File: src/rtl/int2half_conv_engine.sv
`default_nettype none
// ============================================================================
// Module   : int2half_conv_engine
// Brief    : Memory-mapped sign-magnitude int16 to half-precision converter.
// Revision : 1.0
// ============================================================================
module int2half_conv_engine #(
    parameter int AW       = 8,
    parameter int COUNT    = 1,
    parameter int SRC_BASE = 0,
    parameter int DST_BASE = 2,
    parameter int BIAS     = 15
) (
    input  logic          clk,
    input  logic          reset,
    input  logic          start,
    input  logic          round_en,
    output logic          busy,
    output logic          done,
    output logic [AW-1:0] mem_addr,
    output logic          mem_rd,
    output logic          mem_wr,
    output logic [7:0]    mem_wdata,
    input  logic [7:0]    mem_rdata
);

    typedef enum logic [2:0] {
        S_IDLE  = 3'd0,
        S_RD_LO = 3'd1,
        S_RD_HI = 3'd2,
        S_CAP   = 3'd3,
        S_NORM  = 3'd4,
        S_PACK  = 3'd5,
        S_WR_LO = 3'd6,
        S_WR_HI = 3'd7
    } state_t;

    localparam logic [AW-1:0] c_src  = AW'(SRC_BASE);
    localparam logic [AW-1:0] c_dst  = AW'(DST_BASE);
    localparam logic [AW-1:0] c_last = AW'(COUNT - 1);
    localparam logic [AW-1:0] c_one  = AW'(1);
    localparam logic [5:0]    c_bias = 6'(BIAS);

    state_t        r_state;
    logic [AW-1:0] r_index;
    logic          r_rnd;
    logic [7:0]    r_lo;
    logic          r_sign;
    logic [14:0]   r_mag;
    logic [3:0]    r_p;
    logic          r_zero;
    logic [15:0]   r_result;

    // Address helpers; everything wraps modulo 2^AW.
    logic [AW-1:0] w_next_index;
    logic [AW-1:0] w_src_addr;
    logic [AW-1:0] w_src_next_addr;
    logic [AW-1:0] w_dst_addr;
    assign w_next_index    = r_index + c_one;
    assign w_src_addr      = c_src + {r_index[AW-2:0], 1'b0};
    assign w_src_next_addr = c_src + {w_next_index[AW-2:0], 1'b0};
    assign w_dst_addr      = c_dst + {r_index[AW-2:0], 1'b0};

    logic [14:0] w_cap_mag;
    assign w_cap_mag = {mem_rdata[6:0], r_lo};

    // Round-to-nearest-even on the normalised magnitude; a mantissa carry
    // leaves the low ten bits at zero and bumps the exponent.
    logic [9:0]  w_mant;
    logic        w_guard;
    logic        w_sticky;
    logic        w_inc;
    logic [10:0] w_mant_sum;
    logic [5:0]  w_exp;
    logic [15:0] w_result;
    assign w_mant     = r_mag[13:4];
    assign w_guard    = r_mag[3];
    assign w_sticky   = |r_mag[2:0];
    assign w_inc      = r_rnd & w_guard & (w_sticky | w_mant[0]);
    assign w_mant_sum = {1'b0, w_mant} + {10'd0, w_inc};
    assign w_exp      = c_bias + {2'b00, r_p} + {5'd0, w_mant_sum[10]};
    assign w_result   = r_zero ? {r_sign, 15'd0}
                               : {r_sign, w_exp[4:0], w_mant_sum[9:0]};

    always_ff @(posedge clk or posedge reset) begin
        if (reset) begin
            r_state   <= S_IDLE;
            r_index   <= '0;
            r_rnd     <= 1'b0;
            r_lo      <= 8'd0;
            r_sign    <= 1'b0;
            r_mag     <= 15'd0;
            r_p       <= 4'd0;
            r_zero    <= 1'b0;
            r_result  <= 16'd0;
            busy      <= 1'b0;
            done      <= 1'b0;
            mem_addr  <= '0;
            mem_rd    <= 1'b0;
            mem_wr    <= 1'b0;
            mem_wdata <= 8'd0;
        end else begin
            case (r_state)
                S_IDLE: begin
                    if (start) begin
                        r_rnd    <= round_en;
                        r_index  <= '0;
                        done     <= 1'b0;
                        busy     <= 1'b1;
                        mem_rd   <= 1'b1;
                        mem_addr <= c_src;
                        r_state  <= S_RD_LO;
                    end
                end
                S_RD_LO: begin
                    mem_addr <= w_src_addr + c_one;
                    r_state  <= S_RD_HI;
                end
                S_RD_HI: begin
                    r_lo    <= mem_rdata;
                    mem_rd  <= 1'b0;
                    r_state <= S_CAP;
                end
                S_CAP: begin
                    r_sign  <= mem_rdata[7];
                    r_mag   <= w_cap_mag;
                    r_p     <= 4'd14;
                    r_zero  <= (w_cap_mag == 15'd0);
                    r_state <= (w_cap_mag == 15'd0) ? S_PACK : S_NORM;
                end
                S_NORM: begin
                    // Nonzero magnitude guarantees termination within 14 shifts.
                    if (r_mag[14]) begin
                        r_state <= S_PACK;
                    end else begin
                        r_mag <= {r_mag[13:0], 1'b0};
                        r_p   <= r_p - 4'd1;
                    end
                end
                S_PACK: begin
                    r_result  <= w_result;
                    mem_wr    <= 1'b1;
                    mem_addr  <= w_dst_addr;
                    mem_wdata <= w_result[7:0];
                    r_state   <= S_WR_LO;
                end
                S_WR_LO: begin
                    mem_addr  <= w_dst_addr + c_one;
                    mem_wdata <= r_result[15:8];
                    r_state   <= S_WR_HI;
                end
                S_WR_HI: begin
                    mem_wr <= 1'b0;
                    if (r_index == c_last) begin
                        done    <= 1'b1;
                        busy    <= 1'b0;
                        r_state <= S_IDLE;
                    end else begin
                        r_index  <= w_next_index;
                        mem_rd   <= 1'b1;
                        mem_addr <= w_src_next_addr;
                        r_state  <= S_RD_LO;
                    end
                end
                default: r_state <= S_IDLE;
            endcase
        end
    end

endmodule
`default_nettype wire

File: config.mk
export PLATFORM = sky130hd
export DESIGN_NAME = int2half_conv_engine
export DESIGN_NICKNAME = d
export VERILOG_FILES = /design/src/rtl/int2half_conv_engine.sv
export SDC_FILE = /design/constraint.sdc
export NUM_CORES = 1
export LEC_CHECK = 0
export BUFFER_PORTS_ARGS = -buffer_cell sky130_fd_sc_hd__buf_2
export CAP_MARGIN = 20
export CORE_ASPECT_RATIO = 0.7
export CORE_MARGIN = 2
export CORE_UTILIZATION = 54
export DETAILED_ROUTE_END_ITERATION = 10
export HOLD_SLACK_MARGIN = 0.02
export PLACE_DENSITY = 0.76
export SLEW_MARGIN = 20
export SYNTH_ARGS = -nofsm -noshare
export SYNTH_HDL_FRONTEND = slang
export SYNTH_SLANG_ARGS = --single-unit
File: constraint.sdc
create_clock -name clk -period 2 [get_ports clk]
set_input_delay 0.1 -clock clk [delete_from_list [all_inputs] [get_ports clk]]
set_output_delay 0.1 -clock clk [all_outputs]
set_load 0.05 [all_outputs]
==> results of run 1 <==
[worst max path at each step]
stage                     depth (start not counted)  slack (ps)            startpoint                       end
after detailed placement                          9          40  r_mag[4]$_DFFE_PP0P_  r_result[12]$_DFFE_PP0P_
after CTS                                         9          60  r_mag[4]$_DFFE_PP0P_  r_result[12]$_DFFE_PP0P_
after floorplan                                   9         110  r_mag[4]$_DFFE_PP0P_  r_result[12]$_DFFE_PP0P_
after global placement                            9         140  r_mag[4]$_DFFE_PP0P_  r_result[12]$_DFFE_PP0P_
after global routing                              9           3  r_mag[4]$_DFFE_PP0P_  r_result[12]$_DFFE_PP0P_
final                                             9         150  r_mag[4]$_DFFE_PP0P_  r_result[12]$_DFFE_PP0P_
[placed cells by master, fill, tap and decap left out, drive strengths merged, types with 3 or more instances in the layout]
cell,netlist,routed
o31ai,5,5
nor3,11,11
a22oi,17,17
inv,11,14
and3,6,6
dlygate4sd3,0,9
a221o,5,5
mux2,11,11
o21ai,13,13
nand3,16,16
a21oi,16,16
clkbuf,2,9
nor4,5,5
nand2,58,58
a31oi,5,5
nor2,22,22
dfrtp,69,69
ha,6,6
buf,18,54
nand4,4,4
a22o,6,6
nand2b,5,5
xnor2,6,6
mux2i,3,3
xor2,7,7
[worst register-to-register path, delay by kind of cell, from the launching register on]
family | cells | cell delay, ps
AND/OR/NAND/NOR | 4 | 520
AO/OA/AOI/OAI | 1 | 190
flip-flops | 1 | 350
adder cells (fa/ha/maj) | 3 | 580
XOR/XNOR | 1 | 130
[sequential cells by signal, indices dropped and copies added, names as in the netlist]
register / flops
r_zero: 1
r_result: 8
r_index: 8
r_rnd: 1
mem_wr: 1
done: 1
busy: 1
mem_rd: 1
mem_addr: 8
r_sign: 1
r_mag: 15
r_lo: 8
r_p: 4
r_state: 3
mem_wdata: 8
[metrics by stage]
| step | power (mW) | std cells |
|---|---|---|
| floorplan | 5.26 | 352 |
| global placement | 6.08 | 476 |
| detailed placement | 6.21 | 476 |
| CTS | 7.41 | 501 |
| global route | 7.93 | 502 |
| finish | 7.45 | 502 |
[repair_timing]
item | 4_1_cts | 5_1_grt
setup buffers | 0 | 1
hold endpoints to repair | 37 | 0
gates resized for setup | 0 | 2
hold buffers | 9 | 0
endpoints found under the setup margin | 0 | 3
[area by class of cell]
class / count / share of cell area (%)
multi-input cells: 252 / 40.4
inverters: 11 / 0.974
clock inverters: 7 / 1.89
clock buffers: 9 / 2.92
flip-flops and latches: 69 / 40.7
repair buffers: 63 / 10.4
well taps: 91 / 2.69
[kinds of logic after synthesis]
kind of cell,after synthesis
xor+xnor,13
compound gates,79
simple gates,140
fa+ha+maj,6
buf+inv,31
flops,69
mux,14
[per-layer routing]
metal / up-vias / GRT usage (%) / routed length, µm
met5: - / 0 / 0
met4: 0 / 7.21 / 99
met3: 15 / 6.65 / 529
met2: 100 / 34.5 / 3530
met1: 1415 / 38.6 / 4370
li1: 1378 / - / -
[power by group]
group | leakage (nW) | internal [mW] | switching [mW]
sequential | 0.837 | 2.01 | 0.666
combinational | 0.984 | 1.39 | 2.20
clock | 0.0968 | 0.590 | 0.590
==> impl_metrics.yaml, run 1 <==
drt:
  drc: 0
  via_per_inst: 5.79
  finalWirelength_um: 8530
  wl_per_cell_um: 17.0
  antenna_left: 0
  drtIter0Drc: 243
  dr.pass1.iters: 5
  vias: 2908
pwr:
  peakVddDrop_mv: 1.04
  p_leak_nw: 1.92
  powerDensity_mw_per_mm2: 1760
sta:
  holdWs_ps: 34.7
  period_needed_ps: 1850
  slew_headroom_pct: 62.0
  worst_pin_slew_ps: 569
  min_period_over_period_pct: 92.7
  fin_setup_tns_ps: 0
  skew_ps: 17.7
  rsz0062_at_grt: "no"
  setup_ws_ps: 147
  drv_slew: 0
  hold_violations: 0
  fmax_ghz: 0.540
  setup_viol: 0
cts:
  clock_latency_ps: 360
  cts-root-buf: "clkbuf_8"
  cts.clk_slew.worst_paths_ps: 90
  numCtsBuffers: 9
  tritoncts: "done"
  h-tree-depth: 3
  clkSinkCount: 69
  clock_path_buffers: 2
worst_setup_path:
  required_ps: 2260
  critPathMaxStageDelay_ps: 350
  critPathLaunchType: "register"
  r2r_slack_ps: 150
  rr_worst_depth: 9
  crit_path_cell_trace: "and3_1 -> ha_1 -> nand4_1 -> nor2_2 -> nand3_1 -> ha_1 -> ha_1 -> xnor2_1 -> o31ai_1"
  crit_top_cell: "ha_1"
  cp_slowest_cell: "dfrtp_1"
  cp.arrival_ps: 2120
  crit_path_max_fanout: 2
  critical_path.top_delay_family: "adder cells"
  crit_type: "register to register"
  r2r-start: "r_mag[4]$_DFFE_PP0P_"
  cp-end-kind: "register"
  r2r_end: "r_result[12]$_DFFE_PP0P_"
  critPathBufInv: 0
worst_hold_path:
  hp-start: "mem_rdata[6]"
  hold_depth: 2
  holdCritPathClass: "primary input to register"
  hold_end: "r_lo[6]$_DFFE_PP0P_"
layout:
  final_area_mm2: 0.00424
  fillCellCount: 505
  final_core_utilization_pct: 66.9
  nets: 424
  regArea_mm2: 0.00173
  diodes: 0
  drive_gt1_share_pct: 27.0
  multiInputGateArea_mm2: 0.00171
  areaGrowthSynthToFinish_pct: 17.5
logic_synthesis:
  ys_seq_elements: 69
  yosys.cell_count.top_type: "dfrtp_1"
  synthCells: 352
  synth_nets: 370
  synth_top_area_share_pct: 47.9
  synth.area.top_cells: "dfrtp_1 (48%), nand2_1 (5.9%), a22oi_1 (3.5%), mux2_2 (3.4%), ha_1 (2.1%)"
  syn_avg_cell_area_um2: 10.3
  yosysWarnings: 0
  synth.mux.area_fraction_pct: 4.26
  synth_area_mm2: 0.00361
  synth_xor_area_share_pct: 3.36
  synth_top_family_by_area: "simple AND/OR/NAND/NOR gates"
  synth-edff-count: 0
  synth_top_flop_cell: "dfrtp_1"
  synth.largest_area_cell: "dfrtp_1"
  seq_area_frac_synth_pct: 47.9
  synth-async-reset-ratio_pct: 100
  ys_types: 60
  yosys.area_share.simple_pct: 21.4
  synth_adder_area_share_pct: 2.08
  synth_common_cells: "dfrtp_1 (69), nand2_1 (57), nor2_1 (19)"
  synth_compound_area_share_pct: 16.2
floorplanning:
  core_area_mm2: 0.00634
  ios: 32
  die-area_mm2: 0.00736
  die_w_um: 102
  initial_core_util_pct: 57.0
  die_h_um: 72.4
  rows: 24
grt:
  grt_max_degree: 47
  grt_pass1_wl_um: 13900
  grt_use_total_pct: 25.0
  antenna_found_initial: 0
  grt-ovfl-total: 0
  grt_pass1_vias: 2785
job:
  maxCapViolCount: 0
placed_design:
  hpwl_um: 6150
  dp_slack_ps: 37.0
  place_area_mm2: 0.00393
  port_buffers: 31
  finalWeightedCongestion: 0.962
run_status:
  status: "finished, final reports clean"
Note: power is estimated with default switching activity, not from simulation.
==> run 2: changes to the inputs <==
Settings changed: SKIP_CTS_REPAIR_TIMING set to 1.
Clock period 2 ns to 1.66 ns, I/O delays scaled along.
==> impl_metrics.yaml, run 2 (synthesis gave the netlist of run 1 again) <==
run_status:
  status: "finished with violations"
  violations: "setup timing"
placed_design:
  hpwl_um: 6140
  place_inst: 490
  port_buffers: 31
  finalWeightedCongestion: 0.866
job:
  maxCapViolCount: 0
grt:
  grt-ovfl-total: 0
  grt_max_degree: 70
  antenna_found_initial: 0
  grt_pass1_vias: 2899
  grt_use_total_pct: 25.9
  grt_pass1_wl_um: 14500
layout:
  areaGrowthSynthToFinish_pct: 24.7
  layout_common_cells: "dfrtp_1 (68), nand2_1 (56), buf_4 (36)"
  largest_register_ffs: 15
  top_register: "r_mag"
  layout_commonest_cell: "dfrtp_1"
  diodes: 0
  nets: 440
  drive_gt1_share_pct: 33.3
  stdcell_count: 518
floorplanning:
  die_h_um: 72.4
  initial_core_util_pct: 57.0
  core_area_mm2: 0.00634
  die-area_mm2: 0.00736
  ios: 32
  die_w_um: 102
  rows: 24
cts:
  numCtsBuffers: 9
  clock_latency_ps: 350
  clkSinkCount: 69
  h-tree-depth: 3
  clock_path_buffers: 2
  cts.clk_slew.worst_paths_ps: 80
  cts-root-buf: "clkbuf_8"
  tritoncts: "done"
worst_setup_path:
  r2r_slack_ps: -170
  r2r-start: "r_rnd$_DFFE_PP0P_"
  crit_type: "register to register"
  cp-end-kind: "register"
  required_ps: 1920
  rr_worst_depth: 9
  crit_path_max_fanout: 2
  cp.arrival_ps: 2090
  critPathLaunchType: "register"
  r2r_end: "r_result[12]$_DFFE_PP0P_"
sta:
  holdWs_ps: 25.4
  fmax_ghz: 0.547
  setup_ws_ps: -169
  worst_pin_slew_ps: 475
  setup_viol: 10
  rsz0062_at_grt: "yes"
  period_needed_ps: 1830
  skew_ps: 11.0
  min_period_over_period_pct: 110
  hold_violations: 0
  slew_headroom_pct: 68.3
  drv_slew: 0
pwr:
  peakVddDrop_mv: 1.31
  combPwrFrac_pct: 53.1
  power_frac_seq_pct: 32.5
  switching_share_pct: 45.4
  powerDensity_mw_per_mm2: 2120
  intPower_mw: 5.20
  p_leak_nw: 2.01
  p_switching_mw: 4.33
  clkPwrFrac_pct: 14.4
worst_hold_path:
  hold_depth: 2
  hp-start: "mem_rdata[5]"
  holdCritPathClass: "primary input to register"
  hold_end: "r_lo[5]$_DFFE_PP0P_"
drt:
  via_per_inst: 5.84
  wl_per_cell_um: 17.1
  finalWirelength_um: 8870
  vias: 3023
  antenna_left: 0
  drc: 0
  drtIter0Drc: 242
  dr.pass1.iters: 5
run 2: cell count changes in the layout (fill, tap and decap cells not counted), moves of 3 or more:
cell / delta
inv_6: -3
ha_4: +4
buf_4: +15
ha_1: -4
run 2: critical path, cell delays in order, from the launching register on:
cell	delay, ps
dfrtp_1	360
and3_4	200
ha_4	120
nand4_1	130
nor2_2	150
nand3_2	110
ha_4	190
ha_4	160
xnor2_1	120
o31ai_1	200
run 2: power by group through the flow:
stage | Sequential [mW] | Clock [mW] | Combinational (mW)
after floorplan | 3.65 | 0 | 2.72
after global placement | 3.05 | 0 | 4.53
after detailed placement | 3.08 | 0 | 4.65
after CTS | 3.06 | 1.39 | 4.70
after global routing | 3.19 | 1.48 | 5.50
final | 3.10 | 1.37 | 5.06
run 2: per-stage QoR:
step                setup slack [ps]  total power [mW]  setup TNS, ps  instance area, µm²  utilization, %
floorplan                       -113              6.37           -247                3640               -
global placement               -62.1              7.58           -259                4070            64.3
detailed placement              -166              7.73           -926                4070            64.3
CTS                             -172              9.15          -1330                4270            67.4
global route                    -271              10.2          -2070                4500            71.0
finish                          -169              9.52           -676                4500            71.0
run 2: layout make-up:
class,instances,area (µm²)
repair buffers,79,568
inverters,11,45.0
fillers,458,1840
well taps,91,114
flip-flops and latches,69,1730
clock inverters,6,62.6
clock buffers,10,138
multi-input cells,252,1840
run 2: worst max path at each step:
stage                          from                       end  slack (ps)  cells past startpoint
2_1_floorplan  r_mag[4]$_DFFE_PP0P_  r_result[12]$_DFFE_PP0P_        -110                      9
3_5_place_dp      r_rnd$_DFFE_PP0P_  r_result[12]$_DFFE_PP0P_        -170                      9
6_report          r_rnd$_DFFE_PP0P_  r_result[12]$_DFFE_PP0P_        -170                      9
5_1_grt           r_rnd$_DFFE_PP0P_  r_result[12]$_DFFE_PP0P_        -270                      9
3_3_place_gp      r_rnd$_DFFE_PP0P_  r_result[12]$_DFFE_PP0P_         -60                      9
4_1_cts           r_rnd$_DFFE_PP0P_  r_result[12]$_DFFE_PP0P_        -170                      9
run 2: layer usage:
metal	up-vias	track usage (%)	share of wire (%)
met5	-	0	0
met4	0	6.31	1.2
met3	13	7.23	6.2
met2	119	37.0	45
met1	1485	39.1	47
li1	1406	-	-
